==> config.mk <==
export PLATFORM = sky130hd
export DESIGN_NAME = uart_tx_arbiter
export DESIGN_NICKNAME = d
export VERILOG_FILES = /design/src/rtl/uart_tx_arbiter.sv
export SDC_FILE = /design/constraint.sdc
export NUM_CORES = 1
export LEC_CHECK = 0
export ABC_AREA = 1
export ABC_CLOCK_PERIOD_IN_PS = 2800
export BUFFER_PORTS_ARGS = -buffer_cell sky130_fd_sc_hd__buf_2
export CAP_MARGIN = 20
export CORE_MARGIN = 3
export CORE_UTILIZATION = 30
export CTS_CLUSTER_DIAMETER = 150
export DETAILED_ROUTE_END_ITERATION = 8
export PLACE_DENSITY_LB_ADDON = 0.08
export SLEW_MARGIN = 20
export SYNTH_ARGS = -nofsm -noshare
export SYNTH_HDL_FRONTEND = slang
export SYNTH_SLANG_ARGS = --single-unit
==> constraint.sdc <==
create_clock -name clk -period 2.8 [get_ports clk]
set_input_delay 0.56 -clock clk [delete_from_list [all_inputs] [get_ports clk]]
set_output_delay 0.56 -clock clk [all_outputs]
set_load 0.02 [all_outputs]
==> src/rtl/uart_tx_arbiter.sv <==
// Round-robin, burst-locked arbiter sharing one baud-timed 8N1 UART serializer among NUM_REQ byte lanes.
// Define UART_ARB_PARITY_EN to insert an even-parity bit after the data bits (8E1).
module uart_tx_arbiter #(
  parameter int CLKS_PER_BIT = 434,
  parameter int NUM_REQ      = 4,
  parameter int MAX_BURST    = 8
) (
  input  logic                       clk,
  input  logic                       rst,
  input  logic [NUM_REQ-1:0]         i_req,
  input  logic [8*NUM_REQ-1:0]       i_data,
  output logic [NUM_REQ-1:0]         o_ack,
  output logic [NUM_REQ-1:0]         o_grant,
  output logic [$clog2(NUM_REQ)-1:0] o_grant_id,
  output logic                       o_busy,
  output logic                       o_tx,
  output logic [2:0]                 dbg_state
);
  localparam int IW = $clog2(NUM_REQ);
  localparam int CW = (CLKS_PER_BIT > 1) ? $clog2(CLKS_PER_BIT) : 1;
  localparam logic [CW-1:0] CNT_LAST = CW'(CLKS_PER_BIT - 1);

  typedef enum logic [2:0] {
    S_IDLE   = 3'd0,
    S_START  = 3'd1,
    S_DATA   = 3'd2,
    S_PARITY = 3'd3,
    S_STOP   = 3'd4
  } state_t;

  state_t         state, state_n;
  logic [CW-1:0]  cnt, cnt_n;
  logic [2:0]     bit_idx, bit_idx_n;
  logic [7:0]     shreg, shreg_n;
  logic [7:0]     burst_cnt, burst_n;
  logic [IW-1:0]  ptr, ptr_n;
  logic [NUM_REQ-1:0] ack_n, grant_n;
  logic [IW-1:0]  grant_id_n;
  logic           busy_n, tx_n;

  logic           bit_end, arb_point, owner_keep, rr_found, win_valid;
  logic [IW-1:0]  rr_id, win_id;

  assign dbg_state = state;
  assign bit_end   = (cnt == CNT_LAST);
  assign arb_point = (state == S_IDLE) || ((state == S_STOP) && bit_end);

  // An owner exists only while a frame is in flight; a grant from IDLE always starts a fresh burst.
  assign owner_keep = (|o_grant) && i_req[o_grant_id] && (burst_cnt < 8'(MAX_BURST));
  assign win_valid  = owner_keep || rr_found;
  assign win_id     = owner_keep ? o_grant_id : rr_id;

  always_comb begin : rr_search
    int idx;
    idx      = 0;
    rr_found = 1'b0;
    rr_id    = '0;
    for (int k = 0; k < NUM_REQ; k++) begin
      idx = int'(ptr) + k;
      if (idx >= NUM_REQ) idx = idx - NUM_REQ;
      if (!rr_found && i_req[IW'(idx)]) begin
        rr_found = 1'b1;
        rr_id    = IW'(idx);
      end
    end
  end

  // Handshake: i_req[i] is valid for lane i; the byte transfers on the edge that raises o_ack[i]
  // (one cycle), and the requester must present its next byte or drop i_req before the next arbitration.
  always_comb begin
    state_n    = state;
    cnt_n      = cnt;
    bit_idx_n  = bit_idx;
    shreg_n    = shreg;
    burst_n    = burst_cnt;
    ptr_n      = ptr;
    ack_n      = '0;
    grant_n    = o_grant;
    grant_id_n = o_grant_id;
    busy_n     = o_busy;
    tx_n       = o_tx;
    if (state != S_IDLE) cnt_n = bit_end ? '0 : cnt + 1'b1;

    case (state)
      S_START: if (bit_end) begin
        state_n   = S_DATA;
        bit_idx_n = 3'd0;
        tx_n      = shreg[0];
      end
      S_DATA: if (bit_end) begin
        if (bit_idx == 3'd7) begin
`ifdef UART_ARB_PARITY_EN
          state_n = S_PARITY;
          tx_n    = ^shreg;
`else
          state_n = S_STOP;
          tx_n    = 1'b1;
`endif
        end else begin
          bit_idx_n = bit_idx + 3'd1;
          tx_n      = shreg[bit_idx + 3'd1];
        end
      end
`ifdef UART_ARB_PARITY_EN
      S_PARITY: if (bit_end) begin
        state_n = S_STOP;
        tx_n    = 1'b1;
      end
`endif
      default: ;
    endcase

    if (arb_point) begin
      if (win_valid) begin
        state_n    = S_START;
        cnt_n      = '0;
        tx_n       = 1'b0;
        shreg_n    = i_data[8*int'(win_id) +: 8];
        ack_n      = NUM_REQ'(1) << win_id;
        grant_n    = NUM_REQ'(1) << win_id;
        grant_id_n = win_id;
        busy_n     = 1'b1;
        burst_n    = owner_keep ? burst_cnt + 8'd1 : 8'd1;
        ptr_n      = (win_id == IW'(NUM_REQ - 1)) ? '0 : win_id + 1'b1;
      end else if (state == S_STOP) begin
        state_n = S_IDLE;
        cnt_n   = '0;
        grant_n = '0;
        busy_n  = 1'b0;
        tx_n    = 1'b1;
      end
    end
  end

  always_ff @(posedge clk or posedge rst) begin
    if (rst) begin
      state      <= S_IDLE;
      cnt        <= '0;
      bit_idx    <= 3'd0;
      shreg      <= 8'd0;
      burst_cnt  <= 8'd0;
      ptr        <= '0;
      o_ack      <= '0;
      o_grant    <= '0;
      o_grant_id <= '0;
      o_busy     <= 1'b0;
      o_tx       <= 1'b1;
    end else begin
      state      <= state_n;
      cnt        <= cnt_n;
      bit_idx    <= bit_idx_n;
      shreg      <= shreg_n;
      burst_cnt  <= burst_n;
      ptr        <= ptr_n;
      o_ack      <= ack_n;
      o_grant    <= grant_n;
      o_grant_id <= grant_id_n;
      o_busy     <= busy_n;
      o_tx       <= tx_n;
    end
  end
endmodule

======== After elaboration in Yosys (flattened, before gate mapping) ========
Cells that the tools add are included.
operators by class
  add/sub/neg operators ................... 11
  order comparisons ....................... 11
  equal/unequal tests ..................... 9
  shifts and indexed selects .............. 2
  multiplexer cells ....................... 60
  reduce and logical (&&, ||, !) cells .... 19
operators with widths
  operator             number
  $mux 9               5
  $shiftx 32x6->8      1
  $mux 3               9
  $mux 1               22
  $mux 2               10
  $lt 2x4->1 const B   4
  $mux 4               4
  $pmux 3 s2           2
  $bmux 1 s2           5
  $add 9x1->9 const B  1
  $eq 9x9->1 const B   1
  $ge 3x3->1 const B   3
  $add 8x1->8 const B  1
  $lt 8x4->1 const B   1
  $mux 8               1
  $sub 2x1->2 const B  4
  $add 2x2->3 const B  2
  $eq 3x3->1 const B   2
  $logic_and 1x1->1    6
  $ne 2x2->1 const B   3
  $lt 3x4->1 const B   1
  $reduce_and 2->1     2
  $reduce_and 4->1     1
  $reduce_bool 2->1    2
  16 further kinds     19
storage, ports and cells
  bits in registers ....................... 45
  input port bits ......................... 38
  output and inout bits ................... 15

======== Depth between registers and ports, before layout ========
Gate-level depths: netlist of the first run.
  depth in word-level cells ............... 19
  mapped depth ............................ 17
  gate-level depth less buffers ........... 16

======== Least setup slack after synthesis of the first run ========
OpenSTA, ideal clock, no wires.
  kind .................................... input to register
  start ................................... in i_req[1]
  end ..................................... reg o_grant[3]
  library setup time ...................... 0.120 ns
  arrival time ............................ 1.990 ns
  data required time ...................... 2.680 ns
  setup slack ............................. 0.690 ns
  cell stages on the path ................. 15
  path through ............................ inv_1 nand2_1 nand3_1 nand2_2 nor2_4 nand3_2 nand2_2 inv_4 nand2_8 buf_12 inv_1 ha_1 inv_1 nor2_1 a31o_2
between the ends
  longest elaborated chain between the ends .. 16
  elaborated cells on any way between the ends .. 36
  those cells by class .................... shift: 1; mux: 24; reduce/logical: 11
ends and longest elaborated chain
  item                                        RTL line  RTL
  start, declared                             10        input logic [NUM_REQ-1:0] i_req,
  $bmux 1 s2                                  61        if (!rr_found && i_req[IW'(idx)]) begin
  $mux 1 (not written as such) (2 in series)  61
  $mux 1                                      61
  $logic_not 1->1                             61
  $logic_and 1x1->1                           61
  $mux 1                                      61
  $logic_not 1->1                             61
  $logic_and 1x1->1                           61
  $mux 1                                      61
  $logic_not 1->1                             61
  $logic_and 1x1->1                           61
  $mux 2                                      61
  $mux 2 (*)                                  51        assign win_id = owner_keep ? o_grant_id : rr_id;
  named net win_id[0]                         42        logic [IW-1:0] rr_id, win_id;
  $shl 1x2->4 (*)                             120       grant_n = NUM_REQ'(1) << win_id;
  $mux 4 (*)                                  114       if (win_valid) begin
  end signal, assigned                        156       o_grant <= grant_n;
  end, declared                               13        output logic [NUM_REQ-1:0] o_grant,
Mark *: on every way through the listed nets, which the timed path passes. The rest lies on a longest branch. The select of a mux whose other input is x is not followed.
A chain may end at the register's enable or synchronous reset.

======== Worst setup path after layout of the first run ========
  start ................................... reg ptr[0]
  end ..................................... reg o_grant[3]
between the ends
  longest elaborated chain between the ends .. 18
  elaborated cells on any way between the ends .. 47
  those cells by class .................... add/sub: 7; order compare: 4; shift: 1; mux: 26; reduce/logical: 9
ends and longest elaborated chain
  item                                                                  RTL line  RTL
  start, declared                                                       36        logic [IW-1:0] ptr, ptr_n;
  start signal, assigned                                                154       ptr <= ptr_n;
  parallel branches: the longest is 14 deep, another holds $add 2x1->3  --
  $mux 2 (*)                                                            61
  $mux 2 (*)                                                            51
  named net win_id[0]                                                   42
  $shl 1x2->4 (*)                                                       120
  $mux 4 (*)                                                            114
Mark *: on every way through the listed nets, which the timed path passes. The select of a mux whose other input is x is not followed.

==> impl_metrics.ini, run 1 <==
[run_status]
status = finished, final reports clean

[finish]
antennaDiodeCount = 0
design_area_um2 = 3370
final_common_cell = nand2_1
finalNonFillerCells = 581
layout.nets = 499
syn_to_final_growth_pct = 16.5
layout_common_cells = 121 x nand2_1, 53 x inv_1, 52 x buf_2, 44 x dfrtp_1
drive_gt1_frac = 0.235

[synth]
syn_nets = 443
ys_types = 39
seq_area_frac_synth = 0.389
ys_ff_latch = 45
yosysTopAreaCellShare = 0.380
synthCells = 395
ys.warnings.count = 0
yosys.area.top_type = dfrtp_1
synthTopCellsByArea = dfrtp_1 38%, nand2_1 16%, inv_1 7.0%, nand3_1 6.0%, nor2_1 4.5%
syn-cell-area_um2 = 2900
syn_area_per_cell_um2 = 7.33

[worst_setup_path]
crit_path_end_kind = register
cp.required_ns = 3.00
arrival_ns = 2.58
start_kind = register
crit_path_max_fanout = 20
crit_type = reg -> reg

[run]
cap_violations = 0

[route]
drt-vias-per-instance = 4.36
vias = 2534
firstDrtPassIters = 5
drt_iter0_markers = 77
wl_um = 6830
postRouteAntennaNets = 0
wire_per_inst_um = 11.8
drc = 0

[global_routing]
grt_usage = 0.127
grt_pass1_wl_um = 11500
grt.overflow.total = 0
antenna_found_initial = 0
grt_pass1_vias = 2435
grt_max_degree = 27

[placed_design]
dpl_cell_area_um2 = 3280
gp_congestion = 0.802
io_buffer_count = 52
place_hpwl_um = 5230
dp_slack_ns = 0.378
place_inst = 573

[sta]
setup_viol = 0
max_freq_ghz = 0.421
grt_setup_unrepaired = false
fin_crit_sh = 0.849
skew_ns = 0.0205
fin_tns_setup_ns = 0
period_needed_ns = 2.38
worst_slack_ns = 0.424
hold_ws_ns = 0.304
drv_slew = 0
relSlewSlack = 0.606
worstMarginPinSlew_ns = 0.590
hold_viol = 0

[clock_network]
cts_buffers = 5
cts_root_buffer = clkbuf_8
postCtsSetupRepairBufs = 0
hold_buffers = 0
cts_tree = done
clk_latency_ns = 0.31
post_cts_resized = 0
cts.sinks = 45
clkTransAtPathRegs_ns = 0.10
clockBufferDepth = 2
htree_levels = 2

[power]
ir_drop_v = 0.000200
power_density_nw_per_um2 = 361
p_leak_nw = 1.92

[die]
coreArea_um2 = 9330
die_y_um = 104
die_area_um2 = 10900
row_count = 35
io_pins = 53
initial_core_util = 0.311
die_x_um = 104

[hold_path]
min_path_type = in -> async
## Yosys cell counts (all sizes together)
library cell	instances
a21oi	6
a22oi	1
a31o	2
a31oi	2
buf	7
dfrtp	44
dfstp	1
ha	10
inv	64
nand2	142
nand3	37
nand3b	2
nand4	5
nor2	36
nor3	3
nor3b	3
o21a	1
o21ai	16
o221ai	1
o22ai	4
o31ai	2
xnor2	1
xor2	5
## layout make-up
| cell class | instances | area (um^2) |
|---|---|---|
| fillers | 1028 | 5950 |
| well taps | 129 | 161 |
| multi-input cells | 279 | 1450 |
| clock inverters | 3 | 25.0 |
| clock buffers | 5 | 68.8 |
| inverters | 64 | 253 |
| flip-flops and latches | 45 | 1130 |
| repair buffers | 56 | 290 |
## report_power, final
part           switching (mW)  internal, mW  total (mW)
Clock                   0.251         0.181       0.432
Combinational          0.0850        0.0521       0.137
Sequential                  0         0.649       0.649
## final timing paths
check,start,depth (start not counted),slack (ns),to
min reg2reg,shreg[4]$_DFFE_PP0P_,2,0.48,shreg[4]$_DFFE_PP0P_
min in group clk,shreg[4]$_DFFE_PP0P_,2,0.48,shreg[4]$_DFFE_PP0P_
max,ptr[0]$_DFFE_PP0P_,13,0.42,o_grant[3]$_DFFE_PP0P_
min,rst,2,0.30,o_ack[1]$_DFF_PP0_
max in group asynchronous,rst,3,1.89,shreg[0]$_DFFE_PP0P_
max reg2reg,ptr[0]$_DFFE_PP0P_,13,0.42,o_grant[3]$_DFFE_PP0P_
## metrics by stage
step                       util  power [mW]
after floorplan               -       0.758
after global placement    0.352       0.803
after detailed placement  0.352       0.802
after CTS                 0.362        1.24
after global routing      0.362        1.28
final                     0.362        1.22
## metal layers
metal,global-route usage,share of wire,vias to the layer above
li1,-,-,1348
met1,0.175,0.50,1132
met2,0.205,0.46,52
met3,0.0279,0.036,2
met4,0.0256,0.0060,0
met5,0,0,-
## worst max-delay path: stages (launching register included)
cell and delay [ns]:
dfrtp_1 0.65, nand2_1 0.15, nand3_1 0.15, nand2_2 0.09, inv_2 0.06, nand2_1 0.05
nand2_1 0.09, nand3_4 0.22, nand2_8 0.23, inv_1 0.08, ha_1 0.19, inv_1 0.05
nor2_1 0.05, a31o_2 0.21
## cell families (layout without fill, tap and decap cells)
logic type,count (synthesis),after routing,synth area share
compound gates,35,35,0.0734
xor+xnor,6,6,0.0181
fa+ha+maj,10,10,0.0432
buf+inv,71,128,0.111
flops,45,45,0.389
simple gates,228,228,0.365
## sequential cells by signal, summed over array words and instances, names as in the netlist, 2 cells and up
name,count
cnt,9
shreg,8
o_ack,4
dbg_state,3
ptr,2
o_grant,4
burst_cnt,8
o_grant_id,2
bit_idx,3
No activity file was read; power rests on OpenSTA's default activity.
==> inputs of run 2 (changes only) <==
ABC_CLOCK_PERIOD_IN_PS = 2100   (was 2800)
clock period = 2.1 ns   (was 2.8 ns; I/O delays follow)
==> impl_metrics.ini, run 2 (synthesis results as in run 1) <==
[die]
row_count = 35
die_y_um = 104
initial_core_util = 0.311
die_x_um = 104
die_area_um2 = 10900
coreArea_um2 = 9330
io_pins = 53

[finish]
finalNonFillerCells = 597
largest-register = cnt
top_regs = cnt (9), burst_cnt (8), shreg (8)
layout.nets = 515
drive_gt1_frac = 0.278
largest_register_ffs = 9
fillCellCount = 1003
final_common_cell = nand2_1
layout_common_cells = 119 x nand2_1, 53 x inv_1, 52 x buf_2, 42 x dfrtp_1, 35 x nor2_1
syn_to_final_growth_pct = 23.0
antennaDiodeCount = 0

[route]
wire_per_inst_um = 11.6
drt_iter0_markers = 61
postRouteAntennaNets = 0
drc = 0
drt-vias-per-instance = 4.36
vias = 2602
wl_um = 6900
firstDrtPassIters = 4

[power]
ir_drop_v = 0.000220
power_density_nw_per_um2 = 455
p_leak_nw = 2.02
total_power_mw = 1.62

[clock_network]
clkTransAtPathRegs_ns = 0.10
cts_buffers = 5
htree_levels = 2
clockBufferDepth = 2
clk_latency_ns = 0.30
cts_tree = done
hold_buffers = 0
cts_root_buffer = clkbuf_8
cts.sinks = 45

[sta]
fin_crit_sh = 0.952
period_needed_ns = 2.00
hold_viol = 0
skew_ns = 0.0145
drv_slew = 0
worst_slack_ns = 0.102
max_freq_ghz = 0.500
relSlewSlack = 0.658
worstMarginPinSlew_ns = 0.512
setup_viol = 0
grt_setup_unrepaired = true

[global_routing]
antenna_found_initial = 0
grt_usage = 0.132
grt_pass1_wl_um = 11800
grt_max_degree = 24
grt_pass1_vias = 2479
grt.overflow.total = 0

[worst_setup_path]
crit_path_max_fanout = 10
start_kind = register
crit_type = reg -> reg
crit_path_end_kind = register
cp.required_ns = 2.30
arrival_ns = 2.20

[run_status]
status = finished, final reports clean

[placed_design]
dp_slack_ns = -0.0495
io_buffer_count = 52
place_inst = 585
gp_congestion = 0.758
place_hpwl_um = 5390

[hold_path]
min_path_type = in -> async

[run]
cap_violations = 0
run 2: critical path, cell delays in order (launching register included):
cell	delay [ns]
dfrtp_2	0.44
buf_12	0.14
inv_8	0.07
nand2_2	0.07
nand3_2	0.08
nand2_2	0.08
nor2_4	0.12
nand3_2	0.11
nand2_2	0.10
inv_4	0.05
nand2_8	0.07
inv_1	0.06
ha_1	0.19
inv_1	0.05
nor2_1	0.05
a31o_2	0.21
run 2: report_power, final:
group          internal [mW]  switching (mW)  leakage [nW]
clock                  0.237           0.320        0.0445
combinational         0.0827           0.115          1.42
sequential             0.866               0         0.557
run 2: worst paths after layout:
kind | slack [ns] | end | cells after the start | from
max | 0.10 | o_grant[3]$_DFFE_PP0P_ | 15 | ptr[0]$_DFFE_PP0P_
min | 0.14 | o_ack[1]$_DFF_PP0_ | 2 | rst
max reg2reg | 0.10 | o_grant[3]$_DFFE_PP0P_ | 15 | ptr[0]$_DFFE_PP0P_
min reg2reg | 0.48 | shreg[2]$_DFFE_PP0P_ | 2 | shreg[2]$_DFFE_PP0P_
max in group asynchronous | 1.45 | ptr[0]$_DFFE_PP0P_ | 3 | rst
min in group clk | 0.48 | shreg[2]$_DFFE_PP0P_ | 2 | shreg[2]$_DFFE_PP0P_
run 2: timing repair:
item,CTS,global route
cloned,0,0
gates resized for setup,1,10
pin swaps,0,2
buffers inserted,0,4
endpoints found under the setup margin,20,22
run 2: stage by stage:
stage	hold slack (ns)	util	setup TNS [ns]	cell area [um^2]
2_1_floorplan	0.444	-	0	2900
3_3_place_gp	0.460	0.364	0	3400
3_5_place_dp	0.470	0.364	-0.333	3400
4_1_cts	0.154	0.374	0	3490
5_1_grt	0.178	0.382	-0.0374	3560
6_report	0.136	0.382	0	3560
run 2: layer usage:
layer  part of all wire  GRT usage  wire length, um  vias up
li1                   -          -                -     1376
met1               0.48      0.179             3330     1175
met5                  0          0                0        -
met3              0.030     0.0180              207        7
met4              0.013     0.0399               87        0
met2               0.48      0.218             3280       44
run 2: final cells by class:
class,instances,area [um^2],share of cell area
Tap cell,129,161,0.0453
Clock inverter,3,21.3,0.00597
Timing Repair Buffer,72,445,0.125
Clock buffer,5,68.8,0.0193
Sequential cell,45,1130,0.317
Multi-Input combinational cell,279,1480,0.415
Inverter,64,258,0.0723
==> inputs of run 3 (changes only) <==
CELL_PAD_IN_SITES_DETAIL_PLACEMENT = 1   (was not set)
CELL_PAD_IN_SITES_GLOBAL_PLACEMENT = 1   (was not set)
==> impl_metrics.ini, run 3 (synthesis results as in run 1) <==
[run_status]
status = finished, final reports clean

[power]
ir_drop_v = 0.000241
combPwrFrac = 0.123
p_leak_nw = 2.05
switching_share = 0.250
p_int_mw = 1.25
pwr-share-seq = 0.521
clkPwrFrac = 0.356
power_density_nw_per_um2 = 459
switchingPower_mw = 0.415

[clock_network]
cts_buffers = 5
cts_tree = done
cts_root_buffer = clkbuf_8
clk_latency_ns = 0.30
clockBufferDepth = 2
htree_levels = 2
cts.sinks = 45
clkTransAtPathRegs_ns = 0.09

[die]
die_x_um = 104
io_pins = 53
die_y_um = 104
die_area_um2 = 10900
initial_core_util = 0.311
row_count = 35
coreArea_um2 = 9330

[worst_setup_path]
r2r_cells = 15
crit_path_max_fanout = 10
critPathLaunch = ptr[0]$_DFFE_PP0P_
crit_path_end_kind = register
r2r_start = ptr[0]$_DFFE_PP0P_
crit_type = reg -> reg
start_kind = register
arrival_ns = 2.20
cp.required_ns = 2.30

[route]
vias = 2664
drt-vias-per-instance = 4.45
firstDrtPassIters = 4
wl_um = 7600
postRouteAntennaNets = 0
wire_per_inst_um = 12.7
drc = 0
drt_iter0_markers = 63

[finish]
post-route-util = 0.388
design_area_um2 = 3620
drive_gt1_frac = 0.296
top_regs = cnt (9), burst_cnt (8), shreg (8)
syn_to_final_growth_pct = 25.1
layout_common_cells = 115 x nand2_1, 52 x buf_2, 50 x inv_1, 41 x dfrtp_1, 35 x nor2_1
final_common_cell = nand2_1
largest-register = cnt
layout.nets = 516
largest_register_ffs = 9
antennaDiodeCount = 0

[sta]
fin_tns_setup_ns = 0
grt_setup_unrepaired = true
setup_viol = 0
worstMarginPinSlew_ns = 0.580
fin_crit_sh = 0.953
relSlewSlack = 0.613
hold_viol = 0
period_needed_ns = 2.00
max_freq_ghz = 0.500
drv_slew = 0
hold_ws_ns = 0.250
skew_ns = 0.00678

[global_routing]
grt_pass1_wl_um = 12600
grt_max_degree = 46
antenna_found_initial = 0
grt.overflow.total = 0
grt_pass1_vias = 2688
grt_usage = 0.140

[run]
cap_violations = 0

[placed_design]
io_buffer_count = 52
dpl_cell_area_um2 = 3410
gp_congestion = 0.767
place_hpwl_um = 5860

[hold_path]
min_path_type = in -> async
-- run 3: cell count changes in the layout (fill, tap and decap cells not counted), moves of 2 or more --
| cell | previous run | this run |
|---|---|---|
| inv_1 | 53 | 50 |
| nand2_4 | 3 | 7 |
| buf_6 | 0 | 2 |
| inv_2 | 7 | 11 |
| clkbuf_8 | 5 | 7 |
| nand2_1 | 119 | 115 |
| inv_6 | 2 | 0 |
-- run 3: path summary, 6_finish.rpt --
kind / slack (ns) / end
max in group asynchronous: 1.41 / o_grant_id[0]$_DFFE_PP0P_
min reg2reg: 0.48 / shreg[1]$_DFFE_PP0P_
min: 0.25 / o_busy$_DFFE_PP0P_
max: 0.1 / o_grant[3]$_DFFE_PP0P_
max reg2reg: 0.1 / o_grant[3]$_DFFE_PP0P_
min in group clk: 0.48 / shreg[1]$_DFFE_PP0P_
-- run 3: metrics by stage --
stage / cells / power, mW / worst slack [ns]
global placement: 587 / 1.08 / 0.0672
floorplan: 395 / 1.01 / 0.0742
global route: 598 / 1.75 / -0.0739
finish: 598 / 1.66 / 0.0991
detailed placement: 587 / 1.08 / 0.0551
CTS: 595 / 1.69 / 0.0111
-- run 3: repair_timing --
| action | in CTS | in global routing |
|---|---|---|
| buffers inserted | 0 | 2 |
| setup endpoints to repair | 0 | 25 |
| hold buffers | 0 | 0 |
| gates resized for setup | 0 | 23 |
| hold endpoints to repair | 0 | 0 |
-- run 3: layout make-up --
cell class                      count  area, um^2
Clock buffer                        7        96.3
Sequential cell                    45        1130
Timing Repair Buffer               73         468
Inverter                           64         253
Multi-Input combinational cell    279        1510
Clock inverter                      1        5.00
Tap cell                          129         161
Fill cell                        1210        5700
-- run 3: power by group through the flow --
stage | Combinational [mW] | Sequential [mW] | Clock, mW
global route | 0.238 | 0.866 | 0.645
global placement | 0.200 | 0.883 | 0
CTS | 0.202 | 0.866 | 0.620
detailed placement | 0.202 | 0.883 | 0
floorplan | 0.127 | 0.883 | 0
finish | 0.205 | 0.866 | 0.592
-- run 3: critical path: stages (launching register included) --
cell and delay, ns:
dfrtp_2 0.45, buf_12 0.15, inv_8 0.08, nand2_2 0.07, nand3_1 0.10, nand2_1 0.10, nand2_1 0.09, nand2_1 0.06
nand2_2 0.07, nand3_4 0.10, nand2_8 0.09, inv_2 0.04, ha_1 0.18, inv_1 0.05, nor2_1 0.05, a31o_2 0.21
-- run 3: metal layers --
metal | vias to the layer above | global-route usage | routed length [um]
met5 | - | 0 | 0
met4 | 0 | 0.0342 | 78
met3 | 6 | 0.0192 | 276
met2 | 47 | 0.234 | 3530
met1 | 1237 | 0.192 | 3710
li1 | 1374 | - | -
